===== src/rtl/inv_fade_mixer.sv =====
// inv_fade_mixer
//   Output mixer for the HDMI dark-mode path. It selects a pixel source,
//   inverts it or passes it through according to the mode and the per-block
//   dark decision, and turns a mode change into a frame-synchronous crossfade.
//   The data path is a fixed 3-stage pipeline. Syncs travel through it
//   alongside the data.
//
//   Build option: define INV_FADE_EN to enable the crossfade (FADE state,
//   per-channel weighting and rounding). When it is undefined, a mode change
//   takes effect at the next frame start, S2/S3 are plain delay stages, and
//   fading_o is tied low.
//
//   Ports
//     clk_i        pixel clock
//     rst_i        synchronous active-high reset
//     mode_i       00 auto, 01 never invert, 10 always invert, 11 auto-inverted
//     blk_x_i      per-pixel block dark decision, aligned with the data inputs
//     src_sel_i    1: vin_data_i, 0: vout_data_i
//     hs_i/vs_i/de_i     input syncs
//     vin_data_i   input pixel, NCH channels of CW bits
//     vout_data_i  alternate (loop-back) pixel
//     hs_o/vs_o/de_o     syncs delayed 3 cycles
//     data_o       mixed pixel, 3-cycle latency
//     inv_o        new-mode invert decision for the pixel on data_o
//     fading_o     high while a crossfade is in progress
module inv_fade_mixer #(
    parameter int CW        = 8,
    parameter int NCH       = 3,
    parameter int FADE_LOG2 = 4
) (
    input  logic              clk_i,
    input  logic              rst_i,
    input  logic [1:0]        mode_i,
    input  logic              blk_x_i,
    input  logic              src_sel_i,
    input  logic              hs_i,
    input  logic              vs_i,
    input  logic              de_i,
    input  logic [NCH*CW-1:0] vin_data_i,
    input  logic [NCH*CW-1:0] vout_data_i,
    output logic              hs_o,
    output logic              vs_o,
    output logic              de_o,
    output logic [NCH*CW-1:0] data_o,
    output logic              inv_o,
    output logic              fading_o
);

    localparam int         DW        = NCH * CW;
    localparam logic [1:0] MODE_PASS = 2'b01;

    function automatic logic inv_of(input logic [1:0] m, input logic bx);
        case (m)
            2'b00:   return bx;
            2'b01:   return 1'b0;
            2'b10:   return 1'b1;
            default: return ~bx;
        endcase
    endfunction

    function automatic logic [DW-1:0] px_of(input logic [1:0] m, input logic bx,
                                            input logic [DW-1:0] p);
        return p ^ {DW{inv_of(m, bx)}};
    endfunction

    logic          vs_q;
    logic          vs_rise;
    logic [DW-1:0] pix;
    logic [1:0]    cur_mode_q;
    logic [DW-1:0] data_p2;

    assign vs_rise = vs_i & ~vs_q;
    assign pix     = src_sel_i ? vin_data_i : vout_data_i;

    // vs_q keeps tracking vs_i while reset is asserted. A vs_i level held high
    // across reset deassertion is therefore not seen as a frame start.
    always_ff @(posedge clk_i) begin
        vs_q <= vs_i;
    end

    logic hs_p0, vs_p0, vld_p0, inv_p0;
    logic hs_p1, vs_p1, vld_p1, inv_p1;
    logic hs_p2, vs_p2, vld_p2, inv_p2;

    always_ff @(posedge clk_i) begin
        if (rst_i) begin
            hs_p0 <= 1'b0; vs_p0 <= 1'b0; vld_p0 <= 1'b0; inv_p0 <= 1'b0;
            hs_p1 <= 1'b0; vs_p1 <= 1'b0; vld_p1 <= 1'b0; inv_p1 <= 1'b0;
            hs_p2 <= 1'b0; vs_p2 <= 1'b0; vld_p2 <= 1'b0; inv_p2 <= 1'b0;
        end else begin
            // S1
            hs_p0  <= hs_i;
            vs_p0  <= vs_i;
            vld_p0 <= de_i;
            inv_p0 <= inv_of(cur_mode_q, blk_x_i);
            // S2
            hs_p1  <= hs_p0;
            vs_p1  <= vs_p0;
            vld_p1 <= vld_p0;
            inv_p1 <= inv_p0;
            // S3
            hs_p2  <= hs_p1;
            vs_p2  <= vs_p1;
            vld_p2 <= vld_p1;
            inv_p2 <= inv_p1;
        end
    end

    assign hs_o   = hs_p2;
    assign vs_o   = vs_p2;
    assign de_o   = vld_p2;
    assign inv_o  = inv_p2;
    assign data_o = data_p2;

`ifdef INV_FADE_EN
    localparam int                   PW     = CW + FADE_LOG2;
    localparam int                   F      = 1 << FADE_LOG2;
    localparam logic [FADE_LOG2-1:0] A_LAST = '1;

    typedef enum logic {IDLE, FADE} state_t;

    state_t               state_q, state_d;
    logic [1:0]           cur_mode_d;
    logic [1:0]           old_mode_q, old_mode_d;
    logic [FADE_LOG2-1:0] a_q, a_d;

    // Channel value times weight. The product is at most (2^CW-1)*2^FADE_LOG2,
    // so it always fits in PW bits.
    function automatic logic [PW-1:0] weigh(input logic [CW-1:0] c,
                                            input logic [FADE_LOG2:0] w);
        logic [PW-1:0] prod;
        prod = PW'(c) * PW'(w);
        return prod;
    endfunction

    // Round half up, divide by F, and clamp to full scale.
    function automatic logic [CW-1:0] round_sat(input logic [PW:0] sum);
        logic [PW:0] q;
        q = (sum + (PW+1)'(F / 2)) >> FADE_LOG2;
        if (q > (PW+1)'({CW{1'b1}})) return {CW{1'b1}};
        return q[CW-1:0];
    endfunction

    always_ff @(posedge clk_i) begin
        if (rst_i) begin
            state_q    <= IDLE;
            cur_mode_q <= MODE_PASS;
            old_mode_q <= MODE_PASS;
            a_q        <= '0;
        end else begin
            state_q    <= state_d;
            cur_mode_q <= cur_mode_d;
            old_mode_q <= old_mode_d;
            a_q        <= a_d;
        end
    end

    // Mode and alpha move only at a frame start, so a whole frame is mixed
    // with a single weight.
    always_comb begin
        state_d    = state_q;
        cur_mode_d = cur_mode_q;
        old_mode_d = old_mode_q;
        a_d        = a_q;
        case (state_q)
            IDLE: begin
                if (vs_rise && (mode_i != cur_mode_q)) begin
                    old_mode_d = cur_mode_q;
                    cur_mode_d = mode_i;
                    a_d        = FADE_LOG2'(1);
                    state_d    = FADE;
                end
            end
            FADE: begin
                if (vs_rise) begin
                    if (a_q == A_LAST) begin
                        a_d        = '0;
                        old_mode_d = cur_mode_q;
                        state_d    = IDLE;
                    end else begin
                        a_d = a_q + 1'b1;
                    end
                end
            end
            default: state_d = IDLE;
        endcase
    end

    assign fading_o = (state_q == FADE);

    logic [DW-1:0]             o_p0, n_p0;
    logic [FADE_LOG2-1:0]      a_p0;
    logic [FADE_LOG2:0]        w_old, w_new;
    logic [NCH-1:0][PW-1:0]    wo_d, wn_d, wo_p1, wn_p1;
    logic [DW-1:0]             mix_d;

    // Alpha travels with the pixel. A frame start while pixels are in flight
    // does not change the weight those pixels are mixed with.
    assign w_new = {1'b0, a_p0};
    assign w_old = (FADE_LOG2+1)'(F) - w_new;

    always_comb begin
        wo_d = '0;
        wn_d = '0;
        for (int ch = 0; ch < NCH; ch++) begin
            wo_d[ch] = weigh(o_p0[ch*CW +: CW], w_old);
            wn_d[ch] = weigh(n_p0[ch*CW +: CW], w_new);
        end
    end

    always_comb begin
        mix_d = '0;
        for (int ch = 0; ch < NCH; ch++) begin
            mix_d[ch*CW +: CW] = round_sat({1'b0, wo_p1[ch]} + {1'b0, wn_p1[ch]});
        end
    end

    always_ff @(posedge clk_i) begin
        if (rst_i) begin
            o_p0    <= '0;
            n_p0    <= '0;
            a_p0    <= '0;
            wo_p1   <= '0;
            wn_p1   <= '0;
            data_p2 <= '0;
        end else begin
            // S1
            o_p0    <= px_of(old_mode_q, blk_x_i, pix);
            n_p0    <= px_of(cur_mode_q, blk_x_i, pix);
            a_p0    <= a_q;
            // S2
            wo_p1   <= wo_d;
            wn_p1   <= wn_d;
            // S3
            data_p2 <= mix_d;
        end
    end
`else
    logic [DW-1:0] n_p0, n_p1;
    logic          unused_fade_cfg;

    assign unused_fade_cfg = (FADE_LOG2 > 0);
    assign fading_o        = 1'b0;

    always_ff @(posedge clk_i) begin
        if (rst_i) begin
            cur_mode_q <= MODE_PASS;
        end else if (vs_rise) begin
            cur_mode_q <= mode_i;
        end
    end

    always_ff @(posedge clk_i) begin
        if (rst_i) begin
            n_p0    <= '0;
            n_p1    <= '0;
            data_p2 <= '0;
        end else begin
            // S1
            n_p0    <= px_of(cur_mode_q, blk_x_i, pix);
            // S2
            n_p1    <= n_p0;
            // S3
            data_p2 <= n_p1;
        end
    end
`endif

endmodule


===== config.mk =====
export PLATFORM = sky130hd
export DESIGN_NAME = inv_fade_mixer
export DESIGN_NICKNAME = d
export VERILOG_FILES = /design/src/rtl/inv_fade_mixer.sv
export SDC_FILE = /design/constraint.sdc
export NUM_CORES = 1
export LEC_CHECK = 0
export ABC_AREA = 1
export CORE_MARGIN = 4
export CORE_UTILIZATION = 39
export CTS_CLUSTER_SIZE = 28
export DETAILED_ROUTE_END_ITERATION = 6
export GPL_ROUTABILITY_DRIVEN = 1
export PLACE_DENSITY = 0.69
export RECOVER_POWER = 25
export SLEW_MARGIN = 20
export SYNTH_ARGS = -nofsm -noshare
export SYNTH_HDL_FRONTEND = slang
export SYNTH_SLANG_ARGS = --single-unit

===== constraint.sdc =====
create_clock -name clk_i -period 1.35 [get_ports clk_i]
set_input_delay 0.405 -clock clk_i [delete_from_list [all_inputs] [get_ports clk_i]]
set_output_delay 0.405 -clock clk_i [all_outputs]
set_load 0.1 [all_outputs]

# == Word level (Yosys, flattened, before mapping) ==
# Index checks and enable logic that the tools add are counted.
# W data, S select, Z words.
# totals
reg_bits,87
latchBits,0
ramBits,0
mem_bits_ro,0
out_inout_bits,29
wordCells,27
mem_count,0
# op_classes
add_sub_neg,0
n_mul,0
div,0
magnitude_cmp,0
n_eq_ne,2
n_shift,0
muxes,3
bitwise_logic,4
reduce_logical,1
# ops
cell,count
$mux W24,1
$xor A24 B24 Y24,1
$pmux W1 S3,1
$eq A2 B1 Y1 const B,1
$eq A2 B2 Y1 const B,1
$logic_not A2 Y1,1
$not A1 Y1,2
$and A1 B1 Y1,1
$mux W1,1

# == Longest topological paths before layout ==
# logic_depth
depth_word,4
ltp_mapped,8
depth_no_buf,6

# == Worst setup path before layout ==
# OpenSTA, ideal clock, no wires.
# synth_timing
kind,register to output
from,reg data_p2[0] (netlist: data_o[0])
to,out data_o[0]
t_arrival_ns,0.909
required_ns,0.945
slack_ns,0.036
path_stages_with_launch,1
path_buffers,0
cell_sequence,dfxtp_1
# synth_lines
element,line,text
from (decl),70,logic [DW-1:0] data_p2;
from (signal assigned),264,data_p2 <= n_p1;
to (decl),44,"output logic [NCH*CW-1:0] data_o,"
# No word-level cell between the ends.

# == Worst setup path in the final report ==
# layout_timing
from,reg data_p2[16] (netlist: data_o[16])
to,out data_o[16]
# No word-level cell between the ends.

==> impl_metrics.json <==
{
  "yosysUniqueCellTypes": 14,
  "period_needed_ns": 1.30,
  "io_pins": 86,
  "regArea_mm2": 0.00175,
  "synth_nets": 467,
  "grt_antenna_before_repair": 0,
  "synth_area_per_cell_um2": 7.64,
  "cp_max_fo": 1,
  "die_x_um": 97.6,
  "fin_cells": 600,
  "finalHoldViolations": 0,
  "drc_errors": 0,
  "fmax_mhz": 768,
  "worstPathCellList": "buf_12",
  "cp_data_required_time_ns": 0.95,
  "setup_tns_ns": 0,
  "endpoint_kind": "primary output",
  "cts_setup_buffers": 0,
  "finalCritPeriodShare": 0.964,
  "netlist_top_cells_area": "dfxtp_1, nor2_1, nand2_1, nand2_2, inv_1",
  "num_antenna_cells": 0,
  "vias": 2427,
  "ir_drop_mv": 0.449,
  "worstSetupPathType": "register to primary output",
  "skew_ns": 0.00908,
  "start_kind": "register",
  "cellPowerDensity_mw_per_mm2": 1180,
  "drive_gt1_frac": 0.205,
  "floorplan.rows": 32,
  "cts_hold_buffers": 0,
  "multi_input_area_mm2": 0.00101,
  "synthCells": 410,
  "ant_nets": 0,
  "yosysMostFrequentCell": "nor2_1",
  "yosys.area.top_type": "dfxtp_1",
  "numPortBuffers": 84,
  "wl_mm": 5.81,
  "hp-class": "register to register",
  "cts_tree": "yes",
  "start_util": 0.403,
  "layout.nets": 550,
  "max-slew-margin-rel": 0.649,
  "critPathSlowestCell": "dfxtp_1",
  "dr.pass1.iters": 4,
  "placed_cells": 582,
  "whs_ns": 0.400,
  "clockBufferDepth": 2,
  "utilization": 0.583,
  "area_growth_pct": 44.6,
  "grt_setup_unrepaired": "false",
  "synthArstFlopShare": 0,
  "synth_top_area_frac": 0.556,
  "finalSetupViolations": 0,
  "leakagePower_nw": 2.04,
  "vias_per_cell": 4.05,
  "clkSinkCount": 87,
  "crit_family": "flip-flops",
  "synth_ff_type": "dfxtp_1",
  "arrival_ns": 0.90,
  "yosysWarnings": 0,
  "grt_pass1_wl_mm": 9.73,
  "critical_path.max_stage_delay_ns": 0.37,
  "status": "completed",
  "synth_common_cells": "nor2_1, dfxtp_1, nand2_1",
  "tightest_slew_ns": 0.526,
  "drtIter0Drc": 46,
  "grtUsageTotal": 0.123,
  "core_mm2": 0.00777,
  "htreeDepth": 3,
  "grt-ovfl-total": 0,
  "dp_hpwl_mm": 4.38,
  "crit_buf_inv": 1,
  "syn_area_mm2": 0.00313,
  "grt_max_degree": 49,
  "total_power_mw": 5.34,
  "root_buffer": "clkbuf_8",
  "gp_congestion": 0.756,
  "die_area_mm2": 0.00953,
  "synth-edff-count": 0,
  "grt_pass1_vias": 2353,
  "die_h_um": 97.6,
  "maxSlewViolCount": 0,
  "numCtsBuffers": 9,
  "n_fill_cell": 720,
  "clkLatencyLatePin_ns": 0.35,
  "ys_ff_latch": 87,
  "routedWlPerCell_um": 9.69,
  "cts.clk_slew.worst_paths_ns": 0.09,
  "yosysSeqAreaShare": 0.556,
  "maxCapViolations": 0
}
==> where the power goes <==
group | switching, mW | internal (mW)
clock network | 0.913 | 0.746
logic | 0.522 | 0.395
registers | 0.0541 | 2.71
==> state kept, by name, indices dropped and copies added (netlist names), 2 cells and up <==
signal and count:
n_p1 24, cur_mode_q 2, data_o 24, n_p0 24
==> layout make-up <==
type / count / share of cell area
clock buffer: 10 / 0.0304
sequential: 87 / 0.386
timing repair inverter: 1 / 0.00138
inverter: 64 / 0.0541
clock inverter: 6 / 0.0119
tap: 102 / 0.0282
timing repair buffer: 91 / 0.265
multi-input combinational: 239 / 0.224
==> through the flow <==
stage	instance area [µm²]	setup WS, ns
floorplan	3130	0.0360
global placement	4290	-0.251
detailed placement	4290	-0.310
CTS	4490	0.0109
global route	4530	0.000837
finish	4530	0.0485
==> final timing paths <==
kind	end	from	slack (ns)	cells after the start
max	data_o[16]	data_o[16]$_SDFF_PP0_	0.05	1
min	de_o$_SDFF_PP0_	vld_p1$_SDFF_PP0_	0.40	2
max reg2reg	n_p0[5]$_SDFF_PP0_	cur_mode_q[0]$_SDFFE_PP1P_	0.31	7
min reg2reg	de_o$_SDFF_PP0_	vld_p1$_SDFF_PP0_	0.40	2
==> cells in the final DEF, fill, tap and decap left out, drive strengths merged <==
master	instances
nand2	125
nor2	110
dfxtp	87
inv	66
clkdlybuf4s50	53
buf	32
clkbuf	14
clkinv	4
o211ai	1
a21oi	1
o21ai	1
conb	1
clkinvlp	1
dlygate4sd3	1
dlymetal6s2s	1
==> timing repair <==
| action | 4_1_cts | 5_1_grt |
|---|---|---|
| endpoints found under the setup margin | 2 | 8 |
| gates cloned | 0 | 2 |
| pin swaps | 0 | 1 |
| gates resized for setup | 2 | 9 |
==> metal layers <==
layer  up-vias  track usage  share of wire
met3        17       0.0273          0.052
li1       1323            -              -
met2        74        0.195           0.45
met4         0       0.0873          0.039
met5         -            0              0
met1      1013        0.147           0.46
==> cell families after synthesis <==
group,synth area share
other,0.00120
DFF,0.556
buffers and inverters,0.123
and+or+nand+nor,0.314
AOI/OAI and AO/OA,0.00559
Power figures use the tool's default switching activity.
